<file path="src/rtl/threshold_pkg.sv">
// threshold_pkg -- shared constants for the threshold controller.
//   BTN_*     : bit positions of the buttons inside btn_db
//   STEP_*    : selectable step magnitudes
//   step_from_sw() : highest set switch picks the step, no switch gives 1
package threshold_pkg;

   localparam int BTN_CLR = 1;
   localparam int BTN_INC = 2;
   localparam int BTN_DEC = 3;

   localparam logic [8:0] STEP_1   = 9'd1;
   localparam logic [8:0] STEP_4   = 9'd4;
   localparam logic [8:0] STEP_16  = 9'd16;
   localparam logic [8:0] STEP_64  = 9'd64;
   localparam logic [8:0] STEP_256 = 9'd256;

   function automatic logic [8:0] step_from_sw(input logic [3:0] sw);
      logic [8:0] step;
      if (sw[3])      step = STEP_256;
      else if (sw[2]) step = STEP_64;
      else if (sw[1]) step = STEP_16;
      else if (sw[0]) step = STEP_4;
      else            step = STEP_1;
      return step;
   endfunction

endpackage

</file>
<file path="src/rtl/threshold_edge_detector.sv">
// edge_detector -- one-bit rising-edge detector.
//   clk   : clock, rising edge
//   reset : synchronous active-high; preloads the history with din so a level
//           already high when reset drops is not seen as an edge
//   din   : level input
//   pulse : din & ~previous din (combinational, one cycle per rising edge)
module edge_detector
   import threshold_pkg::*;
(
   input  logic clk,
   input  logic reset,
   input  logic din,
   output logic pulse
);

   logic din_prev;

   always_ff @(posedge clk) begin
      if (reset) din_prev <= din;
      else       din_prev <= din;
   end

   assign pulse = din & ~din_prev;

endmodule

</file>
<file path="src/rtl/threshold_controller.sv">
// threshold_controller -- push-button adjustable signed threshold register.
//   Parameters : N_P     threshold width (>= 9 so the 256 step fits)
//                TH_INIT value loaded on reset and on clear
//   clk        : clock, rising edge
//   reset      : synchronous, active-high
//   sw[3:0]    : step select, highest set switch wins (256/64/16/4, none = 1)
//   btn_db[3:0]: debounced buttons, [3]=dec [2]=inc [1]=clear [0]=unused
//   threshold  : current threshold, straight from a register
// Build option: define THR_CLEAR_EN to enable the clear button; otherwise
// btn_db[1] is ignored and no edge detector is built for it.
module threshold_controller
   import threshold_pkg::*;
#(
   parameter int N_P     = 12,
   parameter int TH_INIT = 0
) (
   input  logic                  clk,
   input  logic                  reset,
   input  logic [3:0]            sw,
   input  logic [3:0]            btn_db,
   output logic signed [N_P-1:0] threshold
);

   localparam int W = N_P + 1;
   localparam logic signed [W-1:0]   SAT_MAX   = W'((2 ** (N_P - 1)) - 1);
   localparam logic signed [W-1:0]   SAT_MIN   = W'(-(2 ** (N_P - 1)));
   localparam logic signed [N_P-1:0] TH_INIT_V = N_P'(TH_INIT);

   logic inc_pulse;
   logic dec_pulse;
   logic clr_pulse;

   edge_detector u_inc (
      .clk   (clk),
      .reset (reset),
      .din   (btn_db[BTN_INC]),
      .pulse (inc_pulse)
   );

   edge_detector u_dec (
      .clk   (clk),
      .reset (reset),
      .din   (btn_db[BTN_DEC]),
      .pulse (dec_pulse)
   );

`ifdef THR_CLEAR_EN
   edge_detector u_clr (
      .clk   (clk),
      .reset (reset),
      .din   (btn_db[BTN_CLR]),
      .pulse (clr_pulse)
   );

   logic unused_btn;
   assign unused_btn = btn_db[0];
`else
   assign clr_pulse = 1'b0;

   logic unused_btn;
   assign unused_btn = &{1'b0, btn_db[1:0]};
`endif

   logic signed [W-1:0]   th_ext;
   logic signed [W-1:0]   step_ext;
   logic signed [W-1:0]   sum;
   logic signed [N_P-1:0] th_next;

   // One extra bit of headroom so the sum cannot wrap before saturation.
   assign th_ext   = {threshold[N_P-1], threshold};
   assign step_ext = W'(step_from_sw(sw));

   always_comb begin
      sum     = inc_pulse ? (th_ext + step_ext) : (th_ext - step_ext);
      th_next = threshold;
      if (clr_pulse) begin
         th_next = TH_INIT_V;
      end else if (inc_pulse != dec_pulse) begin
         if (sum > SAT_MAX)      th_next = SAT_MAX[N_P-1:0];
         else if (sum < SAT_MIN) th_next = SAT_MIN[N_P-1:0];
         else                    th_next = sum[N_P-1:0];
      end
   end

   always_ff @(posedge clk) begin
      if (reset) threshold <= TH_INIT_V;
      else       threshold <= th_next;
   end

endmodule

</file>
<file path="config.mk">
export PLATFORM = sky130hd
export DESIGN_NAME = threshold_controller
export DESIGN_NICKNAME = d
export VERILOG_FILES = /design/src/rtl/threshold_pkg.sv /design/src/rtl/threshold_edge_detector.sv /design/src/rtl/threshold_controller.sv
export SDC_FILE = /design/constraint.sdc
export NUM_CORES = 1
export LEC_CHECK = 0
export ABC_AREA = 1
export CAP_MARGIN = 20
export CORE_MARGIN = 2
export CORE_UTILIZATION = 45
export DETAILED_ROUTE_END_ITERATION = 10
export PLACE_DENSITY = 0.76
export SYNTH_ARGS = -nofsm -noshare
export SYNTH_HDL_FRONTEND = slang
export SYNTH_SLANG_ARGS = --single-unit
</file>
<file path="constraint.sdc">
create_clock -name clk -period 3.2 [get_ports clk]
set_input_delay 0.48 -clock clk [delete_from_list [all_inputs] [get_ports clk]]
set_output_delay 0.48 -clock clk [all_outputs]
set_load 0.02 [all_outputs]
</file>
# --- After elaboration in Yosys (flattened, before gate mapping) ---
# Index checks and enable logic that the tools add are counted.
classes:
  addsub: 2
  n_lt_le_gt_ge: 2
  n_eq_ne: 1
  bitwise_logic: 4
  muxes: 7
op_table:
  columns: ["operator", "count"]
  rows:
  - ["$mux 12", 2]
  - ["$mux 9", 2]
  - ["$add 12x10->13", 1]
  - ["$gt 13x12->1 const B", 1]
  - ["$lt 13x12->1 const B", 1]
  - ["$mux 13", 1]
  - ["$sub 12x10->13", 1]
  - ["$mux 5", 1]
  - ["$mux 3", 1]
  - ["$and 1x1->1", 2]
  - ["$not 1->1", 2]
  - ["$ne 1x1->1", 1]
totals:
  word_cells: 19
  ff_bits: 14
  inputBits: 10
  output_inout_bits: 12

# --- Depth between registers and ports, before layout ---
depth:
  depth_word: 9
  mapped_depth: 22
  mapped_depth_nobuf: 22

# --- Hierarchy ---
# Synthesis repeated with hierarchy kept, for this count alone.
unflattened:
  cells_unflattened: 214
  area_unflattened_um2: 1378.8
by_module_without_submodules:
  columns: ["mod", "cells_each", "n_inst", "seq_area_each_um2", "area_per_inst_um2"]
  rows:
  - ["threshold_controller", 208, 1, 240.2, 1318.8]
  - ["edge_detector", 3, 2, 20.0, 30.0]

# --- Worst setup path before layout ---
# Ideal clock, no wire load.
synth_timing:
  kind: "input to register"
  start: "in sw[2]"
  end: "reg threshold[10]"
  required_time_ns: 3.077
  path_stages: 22
  setup_time_ns: 0.123
  setup_slack_ns: 0.375
  n_path_buf: 0
  arrival_time_ns: 2.702
  path_cell_list: "nor2_1 inv_1 nor2_1 inv_1 nor2_1 inv_1 ha_1 a21oi_1 xor2_1 ha_1 nand2_1 inv_1 nand2_2 inv_1 nand2_1 nand3_2 nand2_2 nand2_4 nor2_4 inv_4 nand2_1 a21oi_1"
synth_between:
  elab_chain_cells: 7
  elab_cells_between_ends: 9
  cone_classes: "2 x add/sub; 2 x order compare; 5 x mux"
synth_lines:
  columns: ["element", "line", "text"]
  rows:
  - ["start, declared", "threshold_controller.sv:19", "input logic [3:0] sw,"]
  - ["$mux 9 *", "threshold_pkg.sv:20", "else if (sw[2]) step = STEP_64;"]
  - ["$mux 9 *", "threshold_pkg.sv:19", "if (sw[3]) step = STEP_256;"]
  - ["$sub 12x10->13 or $add 12x10->13 (tied branches)", "threshold_controller.sv:74", "sum = inc_pulse ? (th_ext + step_ext) : (th_ext - step_ext);"]
  - ["$mux 13 *", "threshold_controller.sv:74", null]
  - ["$lt 13x12->1", "threshold_controller.sv:80", "else if (sum < SAT_MIN) th_next = SAT_MIN[N_P-1:0];"]
  - ["$mux 12", "threshold_controller.sv:80", null]
  - ["$mux 12 *", "threshold_controller.sv:79", "if (sum > SAT_MAX) th_next = SAT_MAX[N_P-1:0];"]
  - ["end signal, assigned", "threshold_controller.sv:87", "else threshold <= th_next;"]
  - ["end, declared", "threshold_controller.sv:21", "output logic signed [N_P-1:0] threshold"]
# Mark *: on every way between the ends. The rest lies on a longest branch, timed or not.
# A chain may end at the register's enable or synchronous reset.

# --- Final worst setup path ---
layout_timing:
  start: "in sw[1]"
  end: "reg threshold[5]"
layout_between:
  elab_chain_cells: 8
  elab_cells_between_ends: 10
  cone_classes: "2 x add/sub; 2 x order compare; 6 x mux"
layout_lines:
  columns: ["element", "line", "text"]
  rows:
  - ["$mux 5 *", "threshold_pkg.sv:21", "else if (sw[1]) step = STEP_16;"]
  - ["$mux 9 *", "threshold_pkg.sv:20", null]
  - ["$mux 9 *", "threshold_pkg.sv:19", null]
  - ["$sub 12x10->13 or $add 12x10->13 (tied branches)", "threshold_controller.sv:74", null]
  - ["$mux 13 *", "threshold_controller.sv:74", null]
  - ["$lt 13x12->1", "threshold_controller.sv:80", null]
  - ["$mux 12", "threshold_controller.sv:80", null]
  - ["$mux 12 *", "threshold_controller.sv:79", null]
# Marks and branches as above.

==> impl_metrics.toml <==
[status]
status = "finished clean"

[sta]
holdWs_ns = 0.502
finalSetupViolCount = 0
drv_slew = 0
min_period_ns = 3.06
finClkSkew_ns = 0.00748
fin_ws_ns = 0.139
fin_crit_sh_pct = 95.6
hold_viol = 0
max_freq_ghz = 0.327
worst_pin_slew_ns = 0.402
max_slew_margin_pct = 73.1

[synth]
synth_edf_count = 0
yosysTopAreaCellShare_pct = 21.8
yosysSeqAreaShare_pct = 21.8
netlist_instances = 199
synth.distinct_cells = 23
synth_top_area_cell = "dfxtp_1"
syn_area_per_cell_sq_um = 6.46
yosysMostFrequentCell = "nand2_1"
syn_area_sq_um = 1290
synthArstFlopShare_pct = 0
synth_ff_type = "dfxtp_1"
ys_top_cells_by_count = "59 x nand2_1, 28 x inv_1, 22 x a21oi_1, 14 x dfxtp_1, 14 x ha_1"
ys_warn_count = 0
synth_nets = 224
ys_ff_latch = 14
synth_top_cells_by_area = "dfxtp_1 22%, nand2_1 17%, ha_1 14%"

[final_layout]
final_area_sq_um = 1830
drive_above_1_share_pct = 25.0
n_antenna_cell = 0
syn_to_final_growth_pct = 42.3
fin_nets = 270

[worst_hold_path]
min_path_type = "reg2reg"

[worst_setup_path]
setup.worst_path.start = "sw[1]"
crit_fanout = 8
crit_required_ns = 3.38
reg2reg_slack_ns = 0.62
rr_worst_depth = 14
worstSetupPathType = "in2reg"
crit_path_end = "threshold[5]"
critPathLaunchType = "primary input"
reg2reg_from = "u_inc.din_prev"
critPathArrivalTime_ns = 3.24
cp-end-kind = "flop"
r2r_end = "threshold[5]"

[pwr]
p_clk_share_pct = 17.0
sw_frac_of_total_pct = 42.7
p_leak_nw = 0.938
total_power_mw = 0.801
p_sw_mw = 0.342
max-vdd-ir-drop_v = 0.000326
power_frac_seq_pct = 26.8
power_density_nw_per_um2 = 438
power_frac_comb_pct = 56.2
intPower_mw = 0.459

[grt]
grt_pass1_vias = 1254
grt_pass1_wl_um = 5080
antenna_found_initial = 0
grt_max_degree = 12
grt_util_all_layers_pct = 19.4
overflow = 0

[placement]
place.gp.congestion = 0.847
placed_cell_area_sq_um = 1650
dpl_worst_slack_ns = -0.456
port-buffer-count = 19
dp_hpwl_um = 2310

[floorplan]
die_h_um = 57.5
fp-row-count = 19
initial_core_util_pct = 47.0
die_w_um = 57.5
die-area_sq_um = 3300
pin_count = 22
core_sq_um = 2730

[clocking]
htreeDepth = 1
ctsRootBufferMaster = "clkbuf_4"
cts.sinks = 14
clkTransAtPathRegs_ns = 0.09
cts.path.max_buffers = 2
cts_tree = "done"
cts_buffers = 3
insertion_delay_ns = 0.29

[route]
routedWlPerCell_um = 11.7
drt_iter0_drc = 27
ant_nets = 0
drc = 0
vias = 1385
drt_wl_total_um = 3220
drtPass1Iterations = 4
routed_via_density = 5.04

[flow_run]
cap_violations = 0
==> layout by cell type, fill, tap and decap left out, types with 8 or more instances in the layout <==
cell type,synthesis,final
buf_4,0,23
a21oi_1,22,18
nor2_1,13,10
dfxtp_1,14,14
inv_1,28,27
ha_1,14,11
nand3_1,8,8
o21ai_0,11,11
nand2_2,4,12
nand2_1,59,51
clkdlybuf4s50_1,0,17
==> per-stage QoR <==
step	instances	setup TNS [ns]	util, %
after CTS	271	0	62.2
final	275	0	67.0
after detailed placement	266	-4.79	60.2
after global placement	266	-3.77	60.2
after global routing	275	-0.102	67.0
after floorplan	199	0	-
==> worst min path at each step <==
| stage | start | cells after the start | slack (ns) | end |
|---|---|---|---|---|
| after global routing | threshold[0] | 2 | 0.54 | threshold[0] |
| after global placement | threshold[0] | 2 | 0.48 | threshold[0] |
| after floorplan | btn_db[3] | 0 | 0.51 | u_dec.din_prev |
| final | threshold[0] | 2 | 0.50 | threshold[0] |
| after detailed placement | threshold[2] | 2 | 0.49 | threshold[2] |
| after CTS | threshold[2] | 2 | 0.51 | threshold[2] |
==> routing by layer <==
layer	global-route usage (%)	routed length, um
met1	24.5	1440
met2	33.0	1640
met3	4.31	124
met4	5.65	19
met5	0	0
==> worst max-delay path, cell delays in order <==
cell and delay, ns:
clkdlybuf4s50_1 0.43, nor2_2 0.11, inv_1 0.06, nor2_2 0.14
inv_2 0.07, ha_4 0.17, a21oi_4 0.18, xor2_2 0.26
buf_4 0.16, ha_1 0.23, nand2_1 0.07, nor2_1 0.05
nand3_1 0.08, nand3_1 0.08, nand2_1 0.10, nand2_2 0.11
nor2_4 0.18, clkinv_4 0.13, nand2_2 0.09, a21oi_1 0.05
==> cell type report <==
| cell class | count | area, sq um |
|---|---|---|
| multi-input combinational | 154 | 990 |
| fill | 253 | 903 |
| timing repair buffer | 42 | 368 |
| sequential | 14 | 280 |
| clock buffer | 4 | 36.3 |
| tap | 31 | 38.8 |
| inverter | 30 | 118 |
==> power groups by stage <==
stage / clock network [mW] / registers, mW / logic, mW
detailed placement: 0 / 0.217 / 0.398
finish: 0.137 / 0.215 / 0.450
CTS: 0.142 / 0.213 / 0.403
floorplan: 0 / 0.239 / 0.247
global placement: 0 / 0.216 / 0.390
global route: 0.154 / 0.218 / 0.495
==> state kept, by name, summed over array words and instances, names as in the netlist <==
name,flops
u_dec.din_prev,1
u_inc.din_prev,1
threshold,12
==> repair_timing <==
| item | CTS | global route |
|---|---|---|
| pin swaps | 4 | 18 |
| hold buffers | 0 | 0 |
| endpoints found under the setup margin | 11 | 11 |
| buffers inserted | 1 | 4 |
| gates resized for setup | 4 | 23 |
| endpoints found under the hold margin | 0 | 0 |
==> kinds of logic after synthesis <==
group / after synthesis / share of synthesized area [%]
buf+inv: 31 / 9.24
simple gates: 94 / 32.4
xor+xnor: 9 / 6.13
flops: 14 / 21.8
compound gates: 36 / 15.3
fa+ha+maj: 15 / 15.2
(Power assumes the default switching activity.)
